[src/rtl/kmeans_rand_idx.sv]
// rtl/kmeans_rand_idx.sv - LFSR-based distinct random index generator for K-means centroid init
module kmeans_rand_idx #(
    parameter int               WIDTH = 13,
    parameter logic [WIDTH-1:0] TAPS  = 13'h100D,
    parameter int               K_MAX = 8,
    localparam int              KW    = $clog2(K_MAX + 1)
) (
    input  logic             clk,
    input  logic             rst,
    input  logic             seed_load,
    input  logic [WIDTH-1:0] seed,
    input  logic             start,
    input  logic [WIDTH-1:0] n_points,
    input  logic [KW-1:0]    k_count,
    output logic [WIDTH-1:0] cnt,
    output logic [WIDTH-1:0] idx,
    output logic             idx_valid,
    input  logic             idx_ready,
    output logic             idx_last,
    output logic             busy,
    output logic             done,
    output logic             err
);

    typedef enum logic [1:0] {
        IDLE = 2'd0,
        DRAW = 2'd1,
        OUT  = 2'd2
    } state_t;

    state_t           state;
    logic [WIDTH-1:0] lfsr;
    logic [WIDTH-1:0] lfsr_next;
    logic [WIDTH-1:0] n_reg;
    logic [KW-1:0]    k_reg;
    logic [KW-1:0]    issued;
    logic [WIDTH-1:0] tbl [K_MAX];
    logic [WIDTH-1:0] cand;
    logic             hit;
    logic             accept;
    logic             bad_req;

    assign cnt = lfsr;

    always_comb begin
        lfsr_next = {lfsr[WIDTH-2:0], ^(lfsr & TAPS)};
        cand      = lfsr - WIDTH'(1);
    end

    // Only entries already handed out in this request take part in the distinctness check.
    always_comb begin
        hit = 1'b0;
        for (int i = 0; i < K_MAX; i++) begin
            if ((KW'(i) < issued) && (tbl[i] == cand)) begin
                hit = 1'b1;
            end
        end
    end

    always_comb begin
        accept  = (lfsr <= n_reg) && !hit;
        bad_req = (n_points == '0) || (k_count == '0) ||
                  (32'(k_count) > K_MAX) || (32'(k_count) > 32'(n_points));
    end

    always_ff @(posedge clk) begin
        if (rst) begin
            lfsr      <= WIDTH'(1);
            state     <= IDLE;
            n_reg     <= '0;
            k_reg     <= '0;
            issued    <= '0;
            idx       <= '0;
            idx_valid <= 1'b0;
            idx_last  <= 1'b0;
            busy      <= 1'b0;
            done      <= 1'b0;
            err       <= 1'b0;
        end else begin
            if (seed_load) begin
                lfsr <= (seed == '0) ? WIDTH'(1) : seed;
            end else begin
                lfsr <= lfsr_next;
            end
            done <= 1'b0;
            err  <= 1'b0;
            case (state)
                IDLE: begin
                    if (start) begin
                        if (bad_req) begin
                            err <= 1'b1;
                        end else begin
                            n_reg  <= n_points;
                            k_reg  <= k_count;
                            issued <= '0;
                            busy   <= 1'b1;
                            state  <= DRAW;
                        end
                    end
                end
                DRAW: begin
                    if (accept) begin
                        idx       <= cand;
                        idx_last  <= (KW'(issued + 1'b1) == k_reg);
                        idx_valid <= 1'b1;
                        state     <= OUT;
                    end
                end
                OUT: begin
                    if (idx_ready) begin
                        issued    <= issued + 1'b1;
                        idx_valid <= 1'b0;
                        idx_last  <= 1'b0;
                        if (idx_last) begin
                            busy  <= 1'b0;
                            done  <= 1'b1;
                            state <= IDLE;
                        end else begin
                            state <= DRAW;
                        end
                    end
                end
                default: state <= IDLE;
            endcase
        end
    end

    // The table needs no reset: a fresh request restarts issued at 0, hiding stale entries.
    always_ff @(posedge clk) begin
        for (int i = 0; i < K_MAX; i++) begin
            if (!rst && (state == OUT) && idx_ready && (issued == KW'(i))) begin
                tbl[i] <= idx;
            end
        end
    end

endmodule

[config.mk]
export PLATFORM = sky130hd
export DESIGN_NAME = kmeans_rand_idx
export DESIGN_NICKNAME = d
export VERILOG_FILES = /design/src/rtl/kmeans_rand_idx.sv
export SDC_FILE = /design/constraint.sdc
export NUM_CORES = 1
export LEC_CHECK = 0
export CAP_MARGIN = 5
export CORE_MARGIN = 2
export CORE_UTILIZATION = 35
export CTS_BUF_LIST = sky130_fd_sc_hd__clkbuf_8
export CTS_CLUSTER_DIAMETER = 100
export DETAILED_ROUTE_END_ITERATION = 16
export DONT_BUFFER_PORTS = 1
export PLACE_DENSITY = 0.59
export SLEW_MARGIN = 20
export SYNTH_ARGS = -nofsm -noshare
export SYNTH_HDL_FRONTEND = slang
export SYNTH_SLANG_ARGS = --single-unit
[constraint.sdc]
create_clock -name clk -period 3.67 [get_ports clk]
set_input_delay 0.734 -clock clk [delete_from_list [all_inputs] [get_ports clk]]
set_output_delay 0.734 -clock clk [all_outputs]
set_load 0.02 [all_outputs]
### Word level (Yosys, flattened, before mapping)

Memory sizes are Yosys's and may differ from the RTL's.
Cells that the tools add are included.

* register bits: 54
* bits in latches: 0
* memory bits (writable): 104
* bits in read-only memories: 0
* output and inout port bits: 31
* word-level logic and storage cells: 169
* memories: 1

* $add $sub $neg: 2
* multipliers: 0
* divide/modulo/power cells: 0
* $lt $le $gt $ge: 11
* equality and inequality tests: 23
* shift operators: 0
* multiplexer cells: 69
* bitwise logic cells: 5
* reductions and logical operators: 47

Memories
* tbl: depth 8, bits a word 13, read ports 8, clocked after memory_dff 0, wr ports 1, RTL line 37 `logic [WIDTH-1:0] tbl [K_MAX];`

Operators by type and width (number)
* $mux 13: 9
* $eq 13x13->1: 8
* $reduce_or 13->1: 7
* $mux 1: 41
* $logic_not 13->1: 2
* $mux 3: 7
* $logic_and 1x1->1: 19
* $eq 4x3->1 const B: 4
* $lt 3x4->1 const A: 4
* $gt 4x13->1: 1
* $le 13x13->1: 1
* $reduce_xor 13->1: 1
* $sub 13x1->13 const B: 1
* $mux 4: 3
* $ne 2x2->1 const B: 5
* $eq 4x2->1 const B: 2
* $logic_not 4->1: 2
* $lt 1x4->1 const A: 2
* $lt 2x4->1 const A: 2
* $mux 2: 4
* $pmux 4 s2: 1
* $reduce_and 4->1: 2
* $pmux 1 s2: 3
* $pmux 2 s3: 1
* other kinds (15): 25

### Depth between registers and ports, before layout

* word-level depth: 15
* depth in mapped cells: 16
* mapped depth without buffers: 11

### Worst setup path before layout

Ideal clock, no wire load.

* kind: register to register
* from: reg lfsr[0] (netlist: cnt[0])
* to: reg idx[3]
* arrival: 3.555 ns
* path slack: -0.037 ns
* stages on the path, launching flop included: 15
* buffers on the path: 3
* path through: dfxtp_1 > buf_2 > buf_2 > inv_1 > ha_1 > nand2b_1 > and4_1 > xnor2_2 > xnor2_1 > or4_1 > nor4_4 > o32ai_4 > buf_4 > a31oi_2 > a211oi_2

* longest elaborated chain between the ends: 14
* elaborated cells between the ends (all ways): 29
* those cells by class: add/sub: 1; order compare: 1; eq/ne: 8; mux: 8; reduce/logical: 11

Ends and longest elaborated chain
* from (decl): RTL line 32 `logic [WIDTH-1:0] lfsr;`
* from (signal assigned): RTL line 81 `lfsr <= (seed == '0) ? WIDTH'(1) : seed;`
* from (signal assigned): RTL line 83 `lfsr <= lfsr_next;`
* $sub 13x1->13 *: RTL line 47 `cand = lfsr - WIDTH'(1);`
* named net cand[0]: RTL line 38 `logic [WIDTH-1:0] cand;`
* $eq 13x13->1: RTL line 54 `if ((KW'(i) < issued) && (tbl[i] == cand)) begin`
* $logic_and 1x1->1: RTL line 54
* $mux 1 (7 in a row): RTL line 54
* $mux 1 *: RTL line 54
* $logic_not 1->1 *: RTL line 61 `accept = (lfsr <= n_reg) && !hit;`
* $logic_and 1x1->1 *: RTL line 61
* $reduce_and 2->1 (no line) *
* to (signal assigned): RTL line 103 `idx <= cand;`
* to (decl): RTL line 16 `output logic [WIDTH-1:0] idx,`

Mark *: on every way through the listed nets, which the timed path passes. The rest lies on a longest branch.
A chain may end at the register's enable or synchronous reset.

### Worst setup path in the final report

* from: reg lfsr[0] (netlist: cnt[0])
* to: reg idx[4]

The elaborated chain is that of the path after synthesis.

==> metrics.csv <==
metric,value,unit
fillCellCount,2339,
r2r_start,cnt[0]$_SDFF_PP1_,
grt_pass1_wl,36.0,mm
path_cells,inv_1 > ha_1 > nand2b_1 > nand2_1 > buf_4 > xnor3_1 > or4_1 > nor4_2 > a32oi_1 > and4bb_2 > buf_4 > a31oi_2 > a211oi_2,
crit_path_start_kind,flop,
clkTransAtPathRegs,0.10,ns
path_max_fanout,7,
largest-register,tbl,
finalCritPeriodShare,95.8,%
multi_input_area,4000,sq um
hold_violations,0,
chipWidth,160,um
cpMaxStageDelayCell,or4_1,
report.final.slew_viol_count,0,
fin_skew,0.0186,ns
crit_arrival,3.85,ns
synth_seq_cells,158,
max_clock_freq,0.284,GHz
status,completed,
drtIter0Drc,527,
postLayoutCoreUtil,40.1,%
ios,66,
drive_gt1_share,19.0,%
cts_max_level,4,
synth-seq-area-share,49.5,%
post-place-ws,-0.151,ns
cp_top_family,simple AND/OR/NAND/NOR gates,
wl_met2,10.9,mm
hold_path_end,idx[4]$_SDFFE_PP0P_,
wl_per_cell,21.2,um
io_buffers,0,
grt_use_total,18.8,%
fin_crit,3.52,ns
grt_start_max_net_pins,58,
hold_class,input port to flop,
num_antenna_cells,0,
insertion_delay,0.46,ns
r2r_end,idx[4]$_SDFFE_PP0P_,
relSlewSlack,40.5,%
cts.sinks,158,
powerDensity,430,nW/um^2
p_leak,3.39,nW
rows,57,
grt_pass1_vias,5910,
ys_types,77,
cp-end-kind,flop,
grt_overflow,0,
largest_reg_flops,104,
place_area,9210,sq um
worstHoldStart,rst,
whs_path_depth,1,
start_util,35.2,%
die_y,160,um
wirelength,23.7,mm
ys_warn_count,0,
antenna_found_initial,0,
clock-root-buffer,clkbuf_8,
peakVddDrop,222,uV
met3_length,1.51,mm
reg2reg_slack,0.15,ns
cts_tree,built,
layout.nets,839,
top_layer,met4,
holdWs,0.336,ns
syn_nets,793,
synth-edff-count,104,
die-area,25500,sq um
drt-met1-wl,10.7,mm
cts_hold_buf,0,
routed_via_density,5.40,
synthFlopType,edfxtp_1,
crit_required,4.00,ns
antenna_left,0,
critPathMaxStageDelay,0.49,ns
worstSetupPathType,flop to flop,
async_flop_share,0,%
synth_area,8490,sq um
worst_slack,0.154,ns
first_pass_iters,5,
final_area,9660,sq um
avgSynthCellArea,11.6,sq um
register_area,4200,sq um
cts_made_buffers,17,
drc,0,
cap_violations,0,
design.core.area,24100,sq um
clock_path_buffers,2,
reg2reg_depth,13,
gp_congestion,0.858,
tightest_slew,0.892,ns
synth_cells,735,
setup_viol,0,
crit_buf_inv,3,
cpMostUsedCell,buf_4,
rsz0062_at_grt,no,
dp_hpwl,17.4,mm
routed-via-count,6039,
area_delta_synth_final,13.7,%
-- repair_timing --
| action | CTS | global route |
|---|---|---|
| hold endpoints to repair | 0 | 0 |
| buffers inserted | 0 | 4 |
| resized for setup | 1 | 7 |
| pin swaps | 0 | 3 |
| setup endpoints to repair | 12 | 17 |
-- cell usage after synthesis, drive strengths merged (4+ instances only) --
master	n	area share, %
a2111oi	7	0.87
a211oi	12	1.6
a21oi	19	1.1
a311oi	4	0.41
a31oi	19	1.9
and2	6	0.44
and3	7	0.52
and4	4	0.41
buf	22	1.7
clkbuf	20	0.88
dfxtp	54	13
edfxtp	104	37
ha	23	3.4
inv	35	1.5
mux2i	32	3.8
nand2	26	1.1
nand2b	7	0.52
nand3	14	0.88
nand4	12	0.88
nor2	56	2.8
nor2b	5	0.37
nor3	24	1.9
nor4	19	2.0
o211ai	6	0.53
o21a	5	0.44
o21ai	25	1.5
o31ai	5	0.44
or4	7	0.66
xnor2	69	7.3
xnor3	7	1.9
xor2	37	3.9
-- layer usage --
layer | up-vias | global-route usage [%]
met5 | - | 0
met4 | 0 | 6.43
met3 | 35 | 4.75
met2 | 219 | 29.5
met1 | 2973 | 25.5
li1 | 2812 | -
-- layout by cell type, fill, tap and decap left out, types with 6 or more instances in the layout --
cell,n
a31oi_1,11
nand2b_1,7
a21oi_1,19
clkbuf_8,17
mux2i_1,32
nor2_1,54
ha_1,23
or4_1,6
xnor2_1,65
edfxtp_1,104
buf_4,68
nand3_1,13
xnor3_1,7
o21ai_0,25
nand2_1,26
a31oi_2,8
o211ai_1,6
xor2_1,36
inv_1,34
a211oi_2,10
nor4_1,12
dfxtp_1,54
nand4_1,12
and3_1,7
nor3_1,18
-- cell families after synthesis --
group | count (synthesis) | share of synthesized area, %
and+or+nand+nor | 197 | 13.5
DFF | 158 | 49.5
AOI/OAI and AO/OA | 133 | 12.3
xor gates and xnor gates | 114 | 13.3
buffers and inverters | 77 | 4.11
muxes | 32 | 3.77
adders and majority gates | 24 | 3.51
-- worst register-to-register path, stage by stage (launching register included) --
cell and delay (ns):
dfxtp_1 0.34, inv_1 0.06, ha_1 0.25, nand2b_1 0.29, nand2_1 0.24, buf_4 0.18, xnor3_1 0.21, or4_1 0.49
nor4_2 0.36, a32oi_1 0.18, and4bb_2 0.34, buf_4 0.18, a31oi_2 0.19, a211oi_2 0.06
-- report_power, final --
group	internal, mW	total (mW)	switching (mW)
clock network	0.558	1.28	0.724
logic	0.343	0.781	0.438
registers	1.97	2.09	0.128
total	2.87	4.16	1.29
-- through the flow --
stage                     total power [mW]  cells  TNS, ns
after global routing                  4.33   1118        0
after global placement                2.90   1082    -1.14
after detailed placement              2.90   1082    -1.58
final                                 4.16   1118        0
after CTS                             4.18   1114        0
after floorplan                       2.63    735        0
-- cell type report --
type / instances / area share, %
inverter: 35 / 1.36
clock inverter: 15 / 1.57
tap: 324 / 4.20
clock buffer: 17 / 2.42
sequential: 158 / 43.5
multi-input combinational: 500 / 41.4
timing repair buffer: 69 / 5.49
-- worst max-delay path by stage --
stage	slack (ns)	startpoint	to	depth (start not counted)
2_1_floorplan	0.03	cnt[0]$_SDFF_PP1_	idx[3]$_SDFFE_PP0P_	14
3_3_place_gp	-0.11	cnt[10]$_SDFF_PP0_	idx[6]$_SDFFE_PP0P_	10
3_5_place_dp	-0.15	cnt[10]$_SDFF_PP0_	idx[6]$_SDFFE_PP0P_	10
4_1_cts	0.08	cnt[10]$_SDFF_PP0_	idx[6]$_SDFFE_PP0P_	10
5_1_grt	0.009	cnt[10]$_SDFF_PP0_	idx_last$_SDFFE_PP0P_	12
6_report	0.15	cnt[0]$_SDFF_PP1_	idx[4]$_SDFFE_PP0P_	13
No activity file was read; power rests on OpenSTA's default activity.
